### src/rtl/vga_pkg.sv
// Shared VGA types and constants used by the frame fetcher and its bench.
package vga_pkg;

  localparam int H_ACTIVE = 640;
  localparam int V_ACTIVE = 480;

  typedef struct packed {
    logic [7:0] r;
    logic [7:0] g;
    logic [7:0] b;
  } rgb_t;

  typedef enum logic {
    WAIT_VS = 1'b0,
    RUN     = 1'b1
  } fetch_state_e;

  function automatic rgb_t gray_to_rgb(input logic [7:0] gray);
    return '{r: gray, g: gray, b: gray};
  endfunction

endpackage

### src/rtl/frame_fetch_if.sv
// Scan-position, RAM and DAC-side signals of the frame fetcher.
interface frame_fetch_if #(
  parameter int ADDR_W = 17
);
  logic [9:0]        x;
  logic [9:0]        y;
  logic              hsync_in;
  logic              vsync_in;
  logic              blank_b_in;
  logic              bank_req;
  logic              mem_rd;
  logic [ADDR_W-1:0] mem_addr;
  logic [7:0]        mem_rdata;
  logic [7:0]        r;
  logic [7:0]        g;
  logic [7:0]        b;
  logic              hsync;
  logic              vsync;
  logic              blank_b;
  logic              bank_sel;
  logic              frame_done;

  modport master (
    output x, y, hsync_in, vsync_in, blank_b_in, bank_req, mem_rdata,
    input  mem_rd, mem_addr, r, g, b, hsync, vsync, blank_b, bank_sel, frame_done
  );

  modport slave (
    input  x, y, hsync_in, vsync_in, blank_b_in, bank_req, mem_rdata,
    output mem_rd, mem_addr, r, g, b, hsync, vsync, blank_b, bank_sel, frame_done
  );
endinterface

### src/rtl/frame_fetch_sync_delay.sv
// Fixed-depth shift register that clears to a chosen idle pattern on reset.
module sync_delay #(
  parameter int             DEPTH   = 2,
  parameter int             W       = 5,
  parameter logic [W-1:0]   RST_VAL = '0
) (
  input  logic         clk,
  input  logic         rst,
  input  logic [W-1:0] i_d,
  output logic [W-1:0] o_q
);

  logic [W-1:0] r_sr [DEPTH];

  // NOTE: this array is a short register chain, not a RAM, so resetting every stage is cheap and keeps idle syncs on the pins.
  always_ff @(posedge clk or posedge rst) begin
    if (rst) begin
      for (int i = 0; i < DEPTH; i++) r_sr[i] <= RST_VAL;
    end else begin
      r_sr[0] <= i_d;
      for (int i = 1; i < DEPTH; i++) r_sr[i] <= r_sr[i-1];
    end
  end

  assign o_q = r_sr[DEPTH-1];

endmodule

### src/rtl/frame_fetch.sv
// Framebuffer pixel fetcher: maps scan position onto a double-banked grayscale
// image, issues RAM reads and realigns syncs with the returned colour.
module frame_fetch
  import vga_pkg::*;
#(
  parameter int          IMG_W      = 256,
  parameter int          IMG_H      = 256,
  parameter int          X0         = 192,
  parameter int          Y0         = 112,
  parameter int          MEM_LAT    = 1,
  parameter logic [23:0] BORDER_RGB = 24'h000040
) (
  input logic           clk,
  input logic           rst,
  frame_fetch_if.slave  bus
);

  localparam int XW     = $clog2(IMG_W);
  localparam int YW     = $clog2(IMG_H);
  localparam int ADDR_W = 1 + XW + YW;

  typedef struct packed {
    logic hsync;
    logic vsync;
    logic blank_b;
    logic in_win;
    logic run;
  } flags_t;

  localparam flags_t FLAGS_IDLE = '{hsync: 1'b1, vsync: 1'b1, blank_b: 1'b0, in_win: 1'b0, run: 1'b0};

  fetch_state_e      r_state, w_state_next;
  logic              r_vs_prev;
  logic              r_bank_sel;
  logic              r_frame_done;
  logic              r_mem_rd;
  logic [ADDR_W-1:0] r_mem_addr;
  rgb_t              r_rgb;
  logic              r_hsync, r_vsync, r_blank_b;

  logic              w_x_hit, w_y_hit, w_in_win, w_fetch;
  logic [XW-1:0]     w_x_off;
  logic [YW-1:0]     w_y_off;
  logic              w_frame_edge, w_bank_load, w_frame_done;
  flags_t            w_flags_in, w_flags_tap;
  rgb_t              w_rgb_next;

  assign w_x_hit  = (bus.x >= 10'(X0)) && ({1'b0, bus.x} < 11'(X0 + IMG_W));
  assign w_y_hit  = (bus.y >= 10'(Y0)) && ({1'b0, bus.y} < 11'(Y0 + IMG_H));
  assign w_in_win = bus.blank_b_in && w_x_hit && w_y_hit;
  assign w_x_off  = XW'(bus.x - 10'(X0));
  assign w_y_off  = YW'(bus.y - 10'(Y0));
  assign w_fetch  = w_in_win && (r_state == RUN);

  // Previous vsync clears to 0 so a vsync already low at reset release is not taken as a frame edge.
  assign w_frame_edge = r_vs_prev && !bus.vsync_in;

  // NOTE: every signal written here gets a default first, so no path can leave one unassigned and infer a latch.
  always_comb begin
    w_state_next = r_state;
    w_bank_load  = 1'b0;
    w_frame_done = 1'b0;
    case (r_state)
      WAIT_VS: if (w_frame_edge) begin
        w_state_next = RUN;
        w_bank_load  = 1'b1;
      end
      RUN: if (w_frame_edge) begin
        w_bank_load  = 1'b1;
        w_frame_done = 1'b1;
      end
      default: w_state_next = WAIT_VS;
    endcase
  end

  always_ff @(posedge clk or posedge rst) begin
    if (rst) begin
      r_state      <= WAIT_VS;
      r_vs_prev    <= 1'b0;
      r_bank_sel   <= 1'b0;
      r_frame_done <= 1'b0;
      r_mem_rd     <= 1'b0;
      r_mem_addr   <= '0;
    end else begin
      r_state      <= w_state_next;
      r_vs_prev    <= bus.vsync_in;
      r_frame_done <= w_frame_done;
      r_mem_rd     <= w_fetch;
      if (w_bank_load) r_bank_sel <= bus.bank_req;
      if (w_fetch)     r_mem_addr <= {r_bank_sel, w_y_off, w_x_off};
    end
  end

  // Flags travel alongside the read so they meet mem_rdata at the output register.
  assign w_flags_in = '{hsync:   bus.hsync_in,
                        vsync:   bus.vsync_in,
                        blank_b: bus.blank_b_in,
                        in_win:  w_in_win,
                        run:     (r_state == RUN)};

  sync_delay #(
    .DEPTH   (MEM_LAT + 1),
    .W       ($bits(flags_t)),
    .RST_VAL (FLAGS_IDLE)
  ) u_flag_dly (
    .clk (clk),
    .rst (rst),
    .i_d (w_flags_in),
    .o_q (w_flags_tap)
  );

  always_comb begin
    w_rgb_next = '0;
    if (w_flags_tap.blank_b && w_flags_tap.run)
      w_rgb_next = w_flags_tap.in_win ? gray_to_rgb(bus.mem_rdata) : rgb_t'(BORDER_RGB);
  end

  always_ff @(posedge clk or posedge rst) begin
    if (rst) begin
      r_rgb     <= '0;
      r_hsync   <= 1'b1;
      r_vsync   <= 1'b1;
      r_blank_b <= 1'b0;
    end else begin
      r_rgb     <= w_rgb_next;
      r_hsync   <= w_flags_tap.hsync;
      r_vsync   <= w_flags_tap.vsync;
      r_blank_b <= w_flags_tap.blank_b;
    end
  end

  assign bus.mem_rd     = r_mem_rd;
  assign bus.mem_addr   = r_mem_addr;
  assign bus.r          = r_rgb.r;
  assign bus.g          = r_rgb.g;
  assign bus.b          = r_rgb.b;
  assign bus.hsync      = r_hsync;
  assign bus.vsync      = r_vsync;
  assign bus.blank_b    = r_blank_b;
  assign bus.bank_sel   = r_bank_sel;
  assign bus.frame_done = r_frame_done;

endmodule

### src/flat_wrapper.sv
// flat-port wrapper written by rule: the top's interface ports become plain ports
module frame_fetch_flat import vga_pkg::*;
#(
  parameter int          IMG_W      = 256,
  parameter int          IMG_H      = 256,
  parameter int          X0         = 192,
  parameter int          Y0         = 112,
  parameter int          MEM_LAT    = 1,
  parameter logic [23:0] BORDER_RGB = 24'h000040
)
  (clk, rst, bus_x, bus_y, bus_hsync_in, bus_vsync_in, bus_blank_b_in, bus_bank_req, bus_mem_rdata, bus_mem_rd, bus_mem_addr, bus_r, bus_g, bus_b, bus_hsync, bus_vsync, bus_blank_b, bus_bank_sel, bus_frame_done);
  frame_fetch_if #(.ADDR_W((17))) bus_i ();
  input logic clk;
  input logic rst;
  input wire logic [$bits(bus_i.x)-1:0] bus_x;
  input wire logic [$bits(bus_i.y)-1:0] bus_y;
  input wire logic [$bits(bus_i.hsync_in)-1:0] bus_hsync_in;
  input wire logic [$bits(bus_i.vsync_in)-1:0] bus_vsync_in;
  input wire logic [$bits(bus_i.blank_b_in)-1:0] bus_blank_b_in;
  input wire logic [$bits(bus_i.bank_req)-1:0] bus_bank_req;
  input wire logic [$bits(bus_i.mem_rdata)-1:0] bus_mem_rdata;
  output wire logic [$bits(bus_i.mem_rd)-1:0] bus_mem_rd;
  output wire logic [$bits(bus_i.mem_addr)-1:0] bus_mem_addr;
  output wire logic [$bits(bus_i.r)-1:0] bus_r;
  output wire logic [$bits(bus_i.g)-1:0] bus_g;
  output wire logic [$bits(bus_i.b)-1:0] bus_b;
  output wire logic [$bits(bus_i.hsync)-1:0] bus_hsync;
  output wire logic [$bits(bus_i.vsync)-1:0] bus_vsync;
  output wire logic [$bits(bus_i.blank_b)-1:0] bus_blank_b;
  output wire logic [$bits(bus_i.bank_sel)-1:0] bus_bank_sel;
  output wire logic [$bits(bus_i.frame_done)-1:0] bus_frame_done;
  assign bus_i.x = bus_x;
  assign bus_i.y = bus_y;
  assign bus_i.hsync_in = bus_hsync_in;
  assign bus_i.vsync_in = bus_vsync_in;
  assign bus_i.blank_b_in = bus_blank_b_in;
  assign bus_i.bank_req = bus_bank_req;
  assign bus_i.mem_rdata = bus_mem_rdata;
  assign bus_mem_rd = bus_i.mem_rd;
  assign bus_mem_addr = bus_i.mem_addr;
  assign bus_r = bus_i.r;
  assign bus_g = bus_i.g;
  assign bus_b = bus_i.b;
  assign bus_hsync = bus_i.hsync;
  assign bus_vsync = bus_i.vsync;
  assign bus_blank_b = bus_i.blank_b;
  assign bus_bank_sel = bus_i.bank_sel;
  assign bus_frame_done = bus_i.frame_done;
  frame_fetch #(.IMG_W(IMG_W), .IMG_H(IMG_H), .X0(X0), .Y0(Y0), .MEM_LAT(MEM_LAT), .BORDER_RGB(BORDER_RGB)) u_core (.clk(clk), .rst(rst), .bus(bus_i));
endmodule
### config.mk
export PLATFORM = sky130hd
export DESIGN_NAME = frame_fetch_flat
export DESIGN_NICKNAME = d
export VERILOG_FILES = /design/src/rtl/vga_pkg.sv /design/src/rtl/frame_fetch_if.sv /design/src/rtl/frame_fetch_sync_delay.sv /design/src/rtl/frame_fetch.sv /design/src/flat_wrapper.sv
export SDC_FILE = /design/constraint.sdc
export NUM_CORES = 1
export LEC_CHECK = 0
export ABC_AREA = 1
export CORE_ASPECT_RATIO = 0.8
export CORE_MARGIN = 3
export CORE_UTILIZATION = 40
export CTS_CLUSTER_DIAMETER = 120
export DETAILED_ROUTE_END_ITERATION = 10
export HOLD_SLACK_MARGIN = 0.1
export PLACE_DENSITY = 0.81
export SLEW_MARGIN = 20
export SYNTH_ARGS = -nofsm -noshare
export SYNTH_HDL_FRONTEND = slang
export SYNTH_SLANG_ARGS = --single-unit
export TNS_END_PERCENT = 20
### constraint.sdc
create_clock -name clk -period 1.7 [get_ports clk]
set_input_delay 0.51 -clock clk [delete_from_list [all_inputs] [get_ports clk]]
set_output_delay 0.51 -clock clk [all_outputs]
set_load 0.02 [all_outputs]
# --- After elaboration in Yosys (flattened, before gate mapping) ---
# Index checks and enable logic that the tools add are counted.
word_totals:
  out_inout_bits: 47
  ff_bits: 59
  inputBits: 34
op_classes:
  addsub: 2
  magnitude_cmp: 4
  reduce_logical: 8
  n_mux: 5
ops:
  columns: ["cell", "count"]
  rows:
  - ["2-to-1 mux 24 bit", 2]
  - ["< comparator 10 x 9 -> 1 bit, second input constant", 2]
  - ["greater-or-equal comparator 10 x 7 -> 1 bit, second input constant", 1]
  - ["greater-or-equal comparator 10 x 8 -> 1 bit, second input constant", 1]
  - ["subtractor 8 x 7 -> 8 bit, second input constant", 1]
  - ["subtractor 8 bit, second input constant", 1]
  - ["logical AND 1 bit", 7]
  - ["2-to-1 mux 1 bit", 3]
  - ["zero test 1 bit", 1]

# --- Logic depth before layout (Yosys ltp) ---
depth:
  ltp_word: 5
  mapped_depth: 10

# --- Modules after synthesis ---
# From an unflattened synthesis, not the netlist that was laid out.
hier_totals:
  hier_cells: 177
  hier_area_um2: 1830.5
modules_own_cells:
  columns: ["mod", "area_each_um2", "cells_each", "seq_area_each_um2", "n_inst"]
  rows:
  - ["frame_fetch", 1534.0, 161, 853.3, 1]
  - ["sync_delay", 296.5, 16, 255.2, 1]

# --- Least setup slack after synthesis ---
# Ideal clock, no wire load.
synth_path:
  kind: "input -> register"
  startpoint: "input bus_y[4]"
  endpoint: "register u_core.r_mem_addr[0], in the netlist u_core.bus.mem_addr[0]"
  setup_time_ns: 0.117
  path_stages: 10
  arrival_time_ns: 1.439
  n_path_buf: 1
  path_slack_ns: 0.144
  cell_sequence: "ha_1 -> nand2_2 -> nand2_1 -> nand2_1 -> nand2_2 -> nor2_8 -> nand2_4 -> buf_6 -> nand2_1 -> nand2_1"
synth_between:
  elab_chain_len: 4
synth_lines:
  columns: ["element", "line_no", "source"]
  rows:
  - ["start: declaration", "flat_wrapper.sv:16", "input wire logic [$bits(bus_i.y)-1:0] bus_y;"]
  - ["greater-or-equal comparator 10 x 7 -> 1 bit or < comparator 10 x 9 -> 1 bit (tied branches)", "frame_fetch.sv:49", "assign w_y_hit = (bus.y >= 10'(Y0)) && ({1'b0, bus.y} < 11'(Y0 + IMG_H));"]
  - ["logical AND 1 bit (*)", "frame_fetch.sv:49", null]
  - ["logical AND 1 bit (*)", "frame_fetch.sv:50", "assign w_in_win = bus.blank_b_in && w_x_hit && w_y_hit;"]
  - ["logical AND 1 bit (*)", "frame_fetch.sv:53", "assign w_fetch = w_in_win && (r_state == RUN);"]
  - ["end signal: assignment", "frame_fetch.sv:90", "if (w_fetch) r_mem_addr <= {r_bank_sel, w_y_off, w_x_off};"]
  - ["end: declaration", "frame_fetch.sv:37", "logic [ADDR_W-1:0] r_mem_addr;"]
# Every way passes the cells marked *; elsewhere a longest branch is shown, timed or not.
# A chain may end at the register's enable or synchronous reset.

# --- Worst setup path after layout ---
layout_path:
  startpoint: "register u_core.r_hsync, in the netlist u_core.bus.hsync"
  endpoint: "output bus_hsync"
layout_rtl:
  columns: ["element", "line_no", "source"]
  rows:
  - ["start: declaration", "frame_fetch.sv:39", "logic r_hsync, r_vsync, r_blank_b;"]
  - ["start signal: assignment", "frame_fetch.sv:126", "r_hsync <= w_flags_tap.hsync;"]
  - ["end: declaration", "flat_wrapper.sv:27", "output wire logic [$bits(bus_i.hsync)-1:0] bus_hsync;"]
# No word-level cell between the ends.

==> flow_metrics.py <==
metrics = {
    "die": {
        "start_util_pct": 43.71,
        "die_area_um2": 5180,
        "io_pins": 81,
        "chipWidth_um": 79.72,
        "core_area_um2": 3979,
        "rows": 20,
        "fp.dieH_um": 64.98,
    },
    "timing": {
        "setup_slack_ps": 62.79,
        "tightest_slew_ps": 789.8,
        "slew_viol_final": 0,
        "fmax_mhz": 610.8,
        "clock_skew_ps": 2.256,
        "relSlewSlack_pct": 47.35,
        "whs_ps": 353.5,
        "hold_viol": 0,
        "finalCritPeriodShare_pct": 96.31,
        "setup_viol": 0,
        "rsz0062_at_grt": "false",
        "fin_crit_ps": 1637,
    },
    "synth": {
        "netlist_instances": 167,
        "synth_seq_area_share_pct": 63.74,
        "ys_ff_latch": 44,
        "synth_most_common_cell": "nand2_1",
        "synth_area_um2": 1739,
        "synth_edf_count": 0,
        "yosysTopAreaCell": "dfrtp_1",
        "yosysUniqueCellTypes": 19,
        "synth_common_cells": "nand2_1, dfrtp_1, nand3_1, buf_4, inv_1",
        "synthFlopType": "dfrtp_1",
        "synthTopCellsByArea": "dfrtp_1, nand2_1, dfstp_2",
        "yosys_warnings": 0,
        "synth-async-reset-ratio_pct": 100.0,
        "synth_top_area_share_pct": 54.68,
        "avgSynthCellArea_um2": 10.41,
        "mappedNetlistNets": 203,
    },
    "global_route": {
        "grt_max_degree": 45,
        "grt_pass1_vias": 1284,
        "grt-ovfl-total": 0,
        "antenna_found_initial": 0,
        "grt_pass1_wl_mm": 6.023,
        "grtUsageTotal_pct": 15.31,
    },
    "critical_path": {
        "crit_type": "flop to output port",
        "crit_path_end": "bus_hsync",
        "critPathArrivalTime_ps": 1130,
        "reg2reg_setup_slack_ps": 250,
        "r2r_start": "u_core.r_state",
        "crit_start": "u_core.bus.hsync",
        "ff2ff_path_depth": 3,
        "reg2reg_to": "u_core.bus.mem_addr[13]",
        "worstPathCellList": "dlygate4sd2_1",
        "crit_path_max_incr_delay_ps": 520,
        "cp_slowest_cell": "dfstp_2",
        "end_kind": "output port",
        "crit_buf_inv": 1,
        "worst_ep_required_time_ps": 1190,
        "path_max_fanout": 1,
        "start_kind": "flop",
        "crit_cells": 1,
        "critPathTopFamily": "flip-flops",
    },
    "layout": {
        "areaGrowthSynthToFinish_pct": 54.68,
        "seq_area_um2": 1109,
        "fillers": 352,
        "drive_gt1_share_pct": 17.60,
        "antenna_cells": 0,
        "fin_nets": 285,
        "multi_input_area_um2": 501.7,
    },
    "outcome": {
        "status": "complete, no violations",
    },
    "cts": {
        "cts_hold_buffers": 0,
        "cts_max_path_buffers": 2,
        "cts_tree": "yes",
        "clk_latency_ps": 290,
        "cts.clk_slew.worst_paths_ps": 80,
        "cts_buffers": 5,
        "root_buffer": "clkbuf_8",
        "htree_num_levels": 2,
        "clkSinkCount": 44,
    },
    "pwr": {
        "irDropWorstVdd_mv": 0.6755,
        "p_leak_nw": 1.501,
        "power.density_nw_per_um2": 918.4,
    },
    "detailed_routing": {
        "wl_mm": 3.820,
        "vias": 1335,
        "first_pass_iters": 4,
        "drtIter0Drc": 55,
        "ant_nets": 0,
        "wire_per_inst_um": 12.52,
        "viasPerCell": 4.377,
        "drc": 0,
    },
    "run": {
        "max_cap_violations": 0,
    },
    "placement": {
        "place_ws_ps": -266.0,
        "port_buffers": 80,
        "place.gp.congestion": 0.6996,
        "dp_hpwl_mm": 2.687,
    },
    "min_path": {
        "hold_path_class": "flop to flop",
    },
}
logic make-up (layout without fill, tap and decap cells):
| logic type | after synthesis | count (layout) | share of synthesized area (%) |
|---|---|---|---|
| AO/OA/AOI/OAI | 1 | 1 | 0.2875 |
| XOR/XNOR | 2 | 2 | 1.007 |
| adder cells (fa/ha/maj) | 2 | 2 | 1.439 |
| buffers and inverters | 32 | 113 | 11.08 |
| flip-flops | 44 | 44 | 63.74 |
| multiplexers | 1 | 1 | 0.6474 |
| AND/OR/NAND/NOR | 85 | 87 | 21.80 |
worst min-delay path by stage:
stage	from	to	slack [ps]	depth (start not counted)
after floorplan	u_core.u_flag_dly.r_sr[5]	u_core.u_flag_dly.o_q[0]	330	0
after global placement	u_core.u_flag_dly.r_sr[6]	u_core.u_flag_dly.o_q[1]	330	0
after detailed placement	u_core.u_flag_dly.r_sr[6]	u_core.u_flag_dly.o_q[1]	340	0
after CTS	u_core.u_flag_dly.r_sr[6]	u_core.u_flag_dly.o_q[1]	360	0
after global routing	u_core.u_flag_dly.o_q[4]	u_core.bus.hsync	360	0
final	u_core.u_flag_dly.r_sr[6]	u_core.u_flag_dly.o_q[1]	350	0
stage by stage:
| step | utilization, % | cell area [um2] | setup TNS, ps | total power, W | instances |
|---|---|---|---|---|---|
| 3_3_place_gp | 63.87 | 2541 | -4142 | 0.001900 | 291 |
| 4_1_cts | 64.72 | 2575 | 0 | 0.002479 | 299 |
| 2_1_floorplan | - | 1739 | 0 | 0.001539 | 167 |
| 3_5_place_dp | 63.87 | 2541 | -4637 | 0.001914 | 291 |
| 5_1_grt | 67.61 | 2690 | 0 | 0.002620 | 305 |
| 6_report | 67.61 | 2690 | 0 | 0.002471 | 305 |
state kept, by name, summed over array words and instances (netlist names):
register	cells
u_core.u_flag_dly.r_sr	5
u_core.r_vs_prev	1
u_core.r_state	1
u_core.bus.mem_addr	17
u_core.bus.hsync	1
u_core.u_flag_dly.o_q	5
u_core.bus.bank_sel	1
u_core.bus.vsync	1
u_core.bus.frame_done	1
u_core.bus.mem_rd	1
u_core.bus.blank_b	1
u_core.bus.g	7
u_core.bus.b	2
cell type report:
cell class	instances	area share, %
repair buffers	93	32.47
flip-flops and latches	44	41.21
well taps	55	2.558
clock inverters	2	0.3721
inverters	12	1.674
multi-input cells	93	18.65
clock buffers	6	3.070
cell usage in the layout, fill, tap and decap left out:
| master | instances |
|---|---|
| nand2_1 | 48 |
| nand2_2 | 6 |
| clkinv_2 | 2 |
| nor2_8 | 1 |
| buf_4 | 9 |
| inv_1 | 10 |
| nor2_1 | 9 |
| nor2_2 | 1 |
| buf_6 | 3 |
| nand3_2 | 1 |
| xor2_1 | 2 |
| dfrtp_1 | 38 |
| clkbuf_8 | 6 |
| dlymetal6s2s_1 | 4 |
| dlygate4sd2_1 | 47 |
| buf_12 | 1 |
| dfstp_2 | 6 |
| inv_2 | 2 |
| mux2_2 | 1 |
| nand2_8 | 3 |
| clkdlybuf4s50_1 | 29 |
| a21oi_1 | 1 |
| ha_2 | 2 |
| nand3_1 | 18 |
per-layer routing:
| layer | GRT usage, % | up-vias | routed length, um |
|---|---|---|---|
| li1 | - | 665 | - |
| met1 | 18.31 | 597 | 1608 |
| met2 | 24.27 | 65 | 1687 |
| met3 | 6.389 | 8 | 467 |
| met4 | 6.438 | 0 | 57 |
| met5 | 0 | - | 0 |
report_power, final:
part           switching, W  leakage [nW]  total, W  internal (W)
logic              0.000319         0.909  0.000571      0.000251
registers         0.0000687         0.541   0.00124       0.00118
clock network      0.000331        0.0510  0.000655      0.000324
what timing repair did:
| item | 4_1_cts | 5_1_grt |
|---|---|---|
| cloned | 0 | 2 |
| setup endpoints to repair | 47 | 17 |
| setup buffers | 0 | 4 |
| pin swaps | 0 | 8 |
| resized for setup | 47 | 18 |
(Power assumes the default switching activity.)
